### src/rtl/sseg_pkg.sv
`default_nettype none
// ============================================================================
// Module   : sseg_pkg
// Purpose  : Shared segment glyph constants and sizing helpers for the
//            seven-segment scan controller.
// Revision : 1.0
// ============================================================================
package sseg_pkg;

   // Active-high glyphs, bit0 = segment a .. bit6 = segment g
   localparam logic [6:0] SEG_0 = 7'h3F;
   localparam logic [6:0] SEG_1 = 7'h06;
   localparam logic [6:0] SEG_2 = 7'h5B;
   localparam logic [6:0] SEG_3 = 7'h4F;
   localparam logic [6:0] SEG_4 = 7'h66;
   localparam logic [6:0] SEG_5 = 7'h6D;
   localparam logic [6:0] SEG_6 = 7'h7D;
   localparam logic [6:0] SEG_7 = 7'h07;
   localparam logic [6:0] SEG_8 = 7'h7F;
   localparam logic [6:0] SEG_9 = 7'h6F;
   localparam logic [6:0] SEG_A = 7'h77;
   localparam logic [6:0] SEG_B = 7'h7C;
   localparam logic [6:0] SEG_C = 7'h39;
   localparam logic [6:0] SEG_D = 7'h5E;
   localparam logic [6:0] SEG_E = 7'h79;
   localparam logic [6:0] SEG_F = 7'h71;

   localparam logic [7:0] SEG_OFF = 8'hFF;

   function automatic int idx_width(input int n);
      return (n <= 2) ? 1 : $clog2(n);
   endfunction

endpackage
`default_nettype wire

### src/rtl/sseg_hex_decode.sv
`default_nettype none
// ============================================================================
// Module   : sseg_hex_decode
// Purpose  : Combinational 4-bit hex to 7-bit active-high segment map.
// Revision : 1.0
// ============================================================================
module sseg_hex_decode
   import sseg_pkg::*;
(
   input  logic [3:0] i_nib,
   output logic [6:0] o_seg
);

   always_comb begin
      o_seg = SEG_0;
      case (i_nib)
         4'h0:    o_seg = SEG_0;
         4'h1:    o_seg = SEG_1;
         4'h2:    o_seg = SEG_2;
         4'h3:    o_seg = SEG_3;
         4'h4:    o_seg = SEG_4;
         4'h5:    o_seg = SEG_5;
         4'h6:    o_seg = SEG_6;
         4'h7:    o_seg = SEG_7;
         4'h8:    o_seg = SEG_8;
         4'h9:    o_seg = SEG_9;
         4'hA:    o_seg = SEG_A;
         4'hB:    o_seg = SEG_B;
         4'hC:    o_seg = SEG_C;
         4'hD:    o_seg = SEG_D;
         4'hE:    o_seg = SEG_E;
         default: o_seg = SEG_F;
      endcase
   end

endmodule
`default_nettype wire

### src/rtl/sseg_scan_ctrl.sv
`default_nettype none
// ============================================================================
// Module   : sseg_scan_ctrl
// Purpose  : N-digit multiplexed seven-segment driver with PWM brightness and
//            frame-synchronous load. Define SSEG_LZB_EN for leading-zero blanking.
// Revision : 1.0
// ============================================================================
module sseg_scan_ctrl
   import sseg_pkg::*;
#(
   parameter int NUM_DIGITS = 4,
   parameter int PRESCALE   = 20000,
   parameter int DUTY_W     = 4
)(
   input  logic                    clk,
   input  logic                    rst,
   input  logic [4*NUM_DIGITS-1:0] value,
   input  logic [NUM_DIGITS-1:0]   dp_in,
   input  logic [NUM_DIGITS-1:0]   blank,
   input  logic                    load,
   input  logic [DUTY_W-1:0]       duty,
   output logic                    load_pending,
   output logic                    frame_tick,
   output logic [NUM_DIGITS-1:0]   an,
   output logic [7:0]              sseg
);

   localparam int IDX_W  = idx_width(NUM_DIGITS);
   localparam int SLOT_W = $clog2(PRESCALE);
   localparam logic [SLOT_W-1:0] c_slot_last = SLOT_W'(PRESCALE - 1);
   localparam logic [IDX_W-1:0]  c_idx_last  = IDX_W'(NUM_DIGITS - 1);

   logic [SLOT_W-1:0]       r_slot;
   logic [IDX_W-1:0]        r_idx;
   logic [DUTY_W-1:0]       r_pwm;
   logic [4*NUM_DIGITS-1:0] r_val;
   logic [NUM_DIGITS-1:0]   r_dp;
   logic [NUM_DIGITS-1:0]   r_blank;
   logic                    r_pend;
   logic                    r_tick;
   logic [NUM_DIGITS-1:0]   r_an;
   logic [7:0]              r_sseg;

   logic                    w_slot_wrap;
   logic                    w_frame_end;
   logic [3:0]              w_nib;
   logic                    w_dp_sel;
   logic                    w_blank_sel;
   logic                    w_lz_sel;
   logic [NUM_DIGITS-1:0]   w_lz;
   logic [6:0]              w_seg;
   logic [6:0]              w_seg_sel;
   logic                    w_lit;
   logic                    w_on;
   logic [NUM_DIGITS-1:0]   w_onehot;

   assign w_slot_wrap = (r_slot == c_slot_last);
   assign w_frame_end = w_slot_wrap && (r_idx == c_idx_last);

   always_comb begin
      w_nib       = 4'h0;
      w_dp_sel    = 1'b0;
      w_blank_sel = 1'b0;
      w_lz_sel    = 1'b0;
      for (int i = 0; i < NUM_DIGITS; i++) begin
         if (r_idx == IDX_W'(i)) begin
            w_nib       = r_val[4*i +: 4];
            w_dp_sel    = r_dp[i];
            w_blank_sel = r_blank[i];
            w_lz_sel    = w_lz[i];
         end
      end
   end

`ifdef SSEG_LZB_EN
   // A digit is a leading zero when it and every digit above it are zero
   always_comb begin
      logic v_zero;
      v_zero = 1'b1;
      w_lz   = '0;
      for (int i = NUM_DIGITS - 1; i >= 1; i--) begin
         v_zero  = v_zero & (r_val[4*i +: 4] == 4'h0);
         w_lz[i] = v_zero;
      end
   end
`else
   assign w_lz = '0;
`endif

   sseg_hex_decode u_hex (
      .i_nib (w_nib),
      .o_seg (w_seg)
   );

   // Suppressed leading zeros stay driven only if their decimal point is lit
   assign w_seg_sel = w_lz_sel ? 7'h00 : w_seg;
   assign w_lit     = (r_pwm < duty) || (&duty);
   assign w_on      = w_lit && !w_blank_sel && !(w_lz_sel && !w_dp_sel);
   assign w_onehot  = NUM_DIGITS'(1) << r_idx;

   always_ff @(posedge clk or posedge rst) begin
      if (rst) begin
         r_slot  <= '0;
         r_idx   <= '0;
         r_pwm   <= '0;
         r_val   <= '0;
         r_dp    <= '0;
         r_blank <= '0;
         r_pend  <= 1'b0;
         r_tick  <= 1'b0;
         r_an    <= '1;
         r_sseg  <= SEG_OFF;
      end else begin
         r_pwm  <= r_pwm + 1'b1;
         r_tick <= w_frame_end;

         if (w_slot_wrap) begin
            r_slot <= '0;
            r_idx  <= (r_idx == c_idx_last) ? '0 : r_idx + 1'b1;
         end else begin
            r_slot <= r_slot + 1'b1;
         end

         // A load arriving on the frame-end cycle itself is taken at once
         if (w_frame_end && (r_pend || load)) begin
            r_val   <= value;
            r_dp    <= dp_in;
            r_blank <= blank;
            r_pend  <= 1'b0;
         end else if (load) begin
            r_pend  <= 1'b1;
         end

         r_an   <= w_on ? ~w_onehot : '1;
         r_sseg <= w_on ? ~{w_dp_sel, w_seg_sel} : SEG_OFF;
      end
   end

   assign load_pending = r_pend;
   assign frame_tick   = r_tick;
   assign an           = r_an;
   assign sseg         = r_sseg;

endmodule
`default_nettype wire

### config.mk
export PLATFORM = sky130hd
export DESIGN_NAME = sseg_scan_ctrl
export DESIGN_NICKNAME = d
export VERILOG_FILES = /design/src/rtl/sseg_pkg.sv /design/src/rtl/sseg_hex_decode.sv /design/src/rtl/sseg_scan_ctrl.sv
export SDC_FILE = /design/constraint.sdc
export NUM_CORES = 1
export LEC_CHECK = 0
export CAP_MARGIN = 20
export CORE_ASPECT_RATIO = 1.4
export CORE_MARGIN = 10
export CORE_UTILIZATION = 39
export CTS_BUF_LIST = sky130_fd_sc_hd__clkbuf_16
export DETAILED_ROUTE_END_ITERATION = 12
export PLACE_DENSITY = 0.66
export SYNTH_ARGS = -nofsm -noshare
export SYNTH_HDL_FRONTEND = slang
export SYNTH_SLANG_ARGS = --single-unit
### constraint.sdc
create_clock -name clk -period 2.35 [get_ports clk]
set_clock_uncertainty 0.1 [all_clocks]
set_input_delay 0.5875 -clock clk [delete_from_list [all_inputs] [get_ports clk]]
set_output_delay 0.5875 -clock clk [all_outputs]
set_load 0.02 [all_outputs]
=== Word level (Yosys, flattened, before mapping) ===
Memory sizes are Yosys's and may differ from the RTL's.
Index checks and enable logic that the tools add are counted.

* Bits in registers: 59
* Bits in read-only memories: 112
* Output and inout bits: 14
* Word-level logic and storage cells: 49
* Memories: 1

* $add $sub $neg: 3
* Magnitude comparators: 1
* Eq/ne operators: 4
* Shift operators: 1
* Multiplexer cells: 18
* Bitwise gates (word level): 2
* Reduce and logical (&&, ||, !) cells: 9

{| class="wikitable"
|+ Memories
! memory !! words !! width !! read ports !! clocked after memory_dff !! wr ports !! RTL line !! RTL
|-
| (name not given) || 16 || 7 || 1 || 0 || 0 || sseg_hex_decode.sv:16 || <nowiki>case (i_nib)</nowiki>
|}

{| class="wikitable"
|+ Operators by type and width
! operator !! number
|-
| $mux W4 || 5
|-
| $add A15 B1 Y15 const B || 1
|-
| $eq A15 B15 Y1 const B || 1
|-
| $mux W15 || 1
|-
| $mux W1 || 10
|-
| $mux W8 || 1
|-
| $not A8 Y8 || 1
|-
| $add A4 B1 Y4 const B || 1
|-
| $eq A2 B2 Y1 const B || 2
|-
| $lt A4 B4 Y1 || 1
|-
| $not A4 Y4 || 1
|-
| $reduce_and A4 Y1 || 1
|-
| $shl A1 B2 Y4 const A || 1
|-
| $logic_and A1 B1 Y1 || 3
|-
| $add A2 B1 Y2 const B || 1
|-
| $eq A2 B1 Y1 const B || 1
|-
| $logic_not A2 Y1 || 1
|-
| $logic_or A1 B1 Y1 || 2
|-
| $mux W2 || 1
|-
| $reduce_bool A2 Y1 || 1
|-
| $logic_not A1 Y1 || 1
|}

=== Longest topological paths before layout ===
* Word-level depth: 8
* Mapped depth: 12
* Gate-level depth less buffers: 11

=== Hierarchy ===
From an unflattened synthesis, not the netlist that was laid out.

* Cell total of the unflattened synthesis: 249
* Area, all modules: 2917.8 sq um

{| class="wikitable"
|+ By module, submodules not included
! module !! instances !! cells an instance !! area each (sq um) !! seq. area each (sq um)
|-
| sseg_scan_ctrl || 1 || 216 || 2630.0 || 1491.4
|-
| sseg_hex_decode || 1 || 33 || 287.8 || 0.0
|}

=== Worst setup path after synthesis ===
Ideal clock, no wire load.

* Path type: flip-flop to flip-flop
* Start point: register r_idx[1]
* End point: register r_sseg[0], in the netlist sseg[0]
* Setup time: 98 ps
* Arrival time: 2304 ps
* Data required time: 2152 ps
* Path slack: -152 ps
* Stages on the path, launching flop included: 11
* Path buffers: 1
* Clock period less this slack: 2502 ps
* Cell sequence: dfrtp_1 inv_1 ha_1 clkbuf_1 a211oi_1 a221oi_1 inv_1 ha_1 or3_1 o21ai_0 o21ai_0

* Longest elaborated chain between the ends: 8
* Elaborated cells between the ends (all ways): 17

{| class="wikitable"
|+ Ends and longest elaborated chain
! what !! RTL line !! RTL
|-
| from (decl) || sseg_scan_ctrl.sv:34 || <nowiki>logic [IDX_W-1:0] r_idx;</nowiki>
|-
| from (signal assigned) || sseg_scan_ctrl.sv:119 || <nowiki>r_idx <= (r_idx == c_idx_last) ? '0 : r_idx + 1'b1;</nowiki>
|-
| $logic_not A2 Y1 || sseg_scan_ctrl.sv:66 || <nowiki>if (r_idx == IDX_W'(i)) begin</nowiki>
|-
| $mux W4 / $mux W1 (equally long branches) (4 in series) || sseg_scan_ctrl.sv:66 ||
|-
| $mem_v2 Z16 W7 / $logic_not A1 Y1 (equally long branches) || - ||
|-
| $not A8 Y8 / $logic_and A1 B1 Y1 (equally long branches) || sseg_scan_ctrl.sv:135, sseg_scan_ctrl.sv:98 ||
|-
| $mux W8 * || sseg_scan_ctrl.sv:135 || <nowiki>r_sseg <= w_on ? ~{w_dp_sel, w_seg_sel} : SEG_OFF;</nowiki>
|-
| to (signal assigned) || sseg_scan_ctrl.sv:135 ||
|-
| to (decl) || sseg_scan_ctrl.sv:42 || <nowiki>logic [7:0] r_sseg;</nowiki>
|}

Every way passes the cells marked *; elsewhere a longest branch is shown, timed or not.
A chain may end at the register's enable or synchronous reset.

=== Worst setup path in the final report ===
* Start point: register r_idx[0]
* End point: register r_sseg[0], in the netlist sseg[0]

Same word-level chain as after synthesis.

==> metrics.md <==
| Metric | Value |
|---|---|
| DRC violation count after routing | 0 |
| Dpl ws | -0.221 ns |
| Total via count in the routed design | 2,048 |
| Clock tree root driver cell | clkbuf_16 |
| Max-cap violations | 0 |
| Starting utilization of the core area | 40.3% |
| Post-route core utilization | 55.6% |
| Yosys warnings | 0 |
| Async SR Flop Fraction | 100% |
| Worst slew margin | 72.1% |
| Final antenna diode count | 0 |
| Number of antenna violations at the first check in global routing | 0 |
| Via count of the first global-routing pass | 2,182 |
| Synthesis-to-layout area growth | 38.2% |
| Die ar. | 11,100 um^2 |
| CTS Hold Bufs | 0 |
| Clock transition at the registers of the reported paths | 0.05 ns |
| Prevailing post-synth register cell | dfrtp_1 |
| Count of final hold-check violations | 0 |
| Worst vdd rail ir drop | 0.391 mV |
| Fin Hold WS | roughly 0.37 ns |
| Buffers from clock root to sink, at most | 2 |
| Vias per cell | 4.98 |
| Required time reported for the critical path endpoint | 2.50 ns |
| Drt first-iter violations | 59 |
| TritonCTS clock tree | done |
| Post-Syn Nets | between 200 and 300 |
| Distinct cell type count after synthesis | 38 |
| Final-report max-slew violation count | 0 |
| Pin count of the biggest net entering global routing | 60 |
| Sum of routed wire length over all layers | 6040 um |
| Portion of the post-synthesis area used by sequential elements | 52.7% |
| Smallest setup slack after layout | ~0.13 ns |
| Fin crit period | 2.22 ns |
| Global placement routability congestion | 0.817 |
| Die boundary width | just over 90 um |
| H-tree depth | 3 |
| Gr usage total | 11.3% |
| Antenna viol nets, final | 0 |
| Non-filler instance count after layout | 411 |
| Crit share post-route | 94.3% |
| Maximum fanout along the worst path | 6 |
| Largest delay contributor family on the critical path | simple AND/OR/NAND/NOR gates |
| Drt wl/cell | 14.7 um |
| Number of sinks handled by clock tree synthesis | 59 |
| Outcome | complete, no violations |
| Post-layout power | 2520 uW |
| Data arrival, critical path | 2.36 ns |
| Leakage | around 0.0018 uW |
| Largest stage delay, worst path | 0.46 ns |
| Highest achievable clock rate | 0.451 GHz |
| Critical-path cell with the highest stage delay | dfrtp_2 |
| Count of state elements after synthesis | between 50 and 60 |
| CP Cell Sequence | ha_4, nand3b_1, a221oi_2, inv_2, ha_2, or3_1, o21ai_0, o21ai_1 |
| Classification of the worst-slack hold path | reg2reg |
| Pre-antenna DRT Iters | 4 |
| Kind of launch point of the worst setup path | register |
| Total core area | 7030 um^2 |
| Worst skew pair latency | 0.32 ns |
| Share of post-route cells with drive strength above 1 | between 20% and 30% |
| Number of enable-type register cells in the synthesized netlist | 0 |
| Netlist area before placement | 2830 um^2 |
| Cts bufs inserted | 9 |
| Count of final setup violators | 0 |
| Input/output buffers | 44 |
| Capturing element type of the critical path | register |
| Overflow after GRT | 0 |
| Synth Instances | 245 |
| Worst path bufs/invs | 1 |
| Global-route wire length before repair | 10,100 um |
| Post-DP HPWL | 4430 um |
| Kind of critical path | reg2reg |
| Post-Synthesis Mean Instance Area | ~12 um^2 |
| Actual transition at the worst max-transition pin | around 0.42 ns |
| Cell Count Post-Placement | 392 |
| Boundary Pins | 45 |
| Pwr Density | 645 nW/um^2 |
| Die boundary height | 121 um |
| Number of nets in the finished design | 357 |
| Std cell rows | 36 |
==> final timing paths <==
kind / from / endpoint / slack, ns / cells after the start
setup / recovery: r_idx[0] / sseg[0] / 0.13 / 8
hold / removal: r_pwm[0] / r_pwm[0] / 0.37 / 1
setup reg to reg: r_idx[0] / sseg[0] / 0.13 / 8
hold reg to reg: r_pwm[0] / r_pwm[0] / 0.37 / 1
max in group asynchronous: rst / sseg[3] / 1.31 / 3
min in group asynchronous: rst / r_blank[3] / 0.54 / 3
==> kinds of logic (layout without fill, tap and decap cells) <==
family	count (synthesis)	in the layout	share of synthesized area (%)
compound gates	27	27	6.63
xor+xnor	14	14	4.33
fa+ha+maj	15	15	6.63
buf+inv	23	94	3.58
flops	59	59	52.7
mux	28	28	11.0
simple gates	79	79	15.1
==> report_power, final <==
| part | internal (uW) | total (uW) | switching [uW] | leakage (uW) |
|---|---|---|---|---|
| clock | 934 | 1400 | 468 | 0.000160 |
| combinational | 57.5 | 97.1 | 39.6 | 0.000855 |
| sequential | 1020 | 1020 | 0.671 | 0.000757 |
==> state kept, by name (all words and copies together), names as in the netlist <==
name,flops
an,4
r_pwm,4
load_pending,1
r_val,16
sseg,8
frame_tick,1
r_slot,15
r_dp,4
r_idx,2
r_blank,4
==> through the flow <==
stage           TNS (ns)  instance area (um^2)
6_report               0                  3910
2_1_floorplan          0                  2840
4_1_cts                0                  3820
3_3_place_gp       -1.51                  3500
3_5_place_dp       -1.87                  3500
5_1_grt        -0.000731                  3910
==> cells in the final DEF (no fill, tap or decap), types with 9 or more instances in the layout <==
cell / n
inv_1: 10
clkdlybuf4s50_1: 44
nand3_1: 11
nor2_1: 17
dfstp_2: 12
dfrtp_1: 46
nand2_1: 21
buf_4: 18
mux2_2: 23
ha_1: 10
clkbuf_16: 9
==> area by class of cell <==
class,instances,area (um^2)
clock buffer,9,225
inverter,14,55.1
fill,625,3120
timing repair buffer,64,616
multi-input combinational,163,1300
clock inverter,7,100
tap,95,119
sequential,59,1490
==> what timing repair did <==
item	4_1_cts	5_1_grt
endpoints found under the setup margin	0	5
setup buffers	0	3
gates resized for setup	0	16
==> Yosys cell counts, types with 4 or more instances <==
library cell | n | area [um^2]
dfrtp_1 | 47 | 1180
mux2_2 | 23 | 259
nand2_1 | 21 | 78.8
nor2_1 | 17 | 63.8
ha_1 | 15 | 188
inv_1 | 14 | 52.6
dfstp_2 | 12 | 315
nand3_1 | 11 | 55.1
clkbuf_1 | 7 | 26.3
nand3b_1 | 7 | 52.6
xnor2_1 | 7 | 61.3
xor2_1 | 7 | 61.3
a21oi_1 | 6 | 30.0
o21ai_0 | 6 | 30.0
nand4_1 | 4 | 25.0
nor2b_1 | 4 | 25.0
nor3b_1 | 4 | 30.0
==> layer usage <==
metal | up-vias | global-route usage [%] | wire, um
li1 | 990 | - | -
met5 | - | 0 | 0
met2 | 49 | 19.2 | 3060
met3 | 20 | 3.90 | 307
met4 | 0 | 7.06 | 229
met1 | 989 | 11.8 | 2440
(Power assumes the default switching activity.)
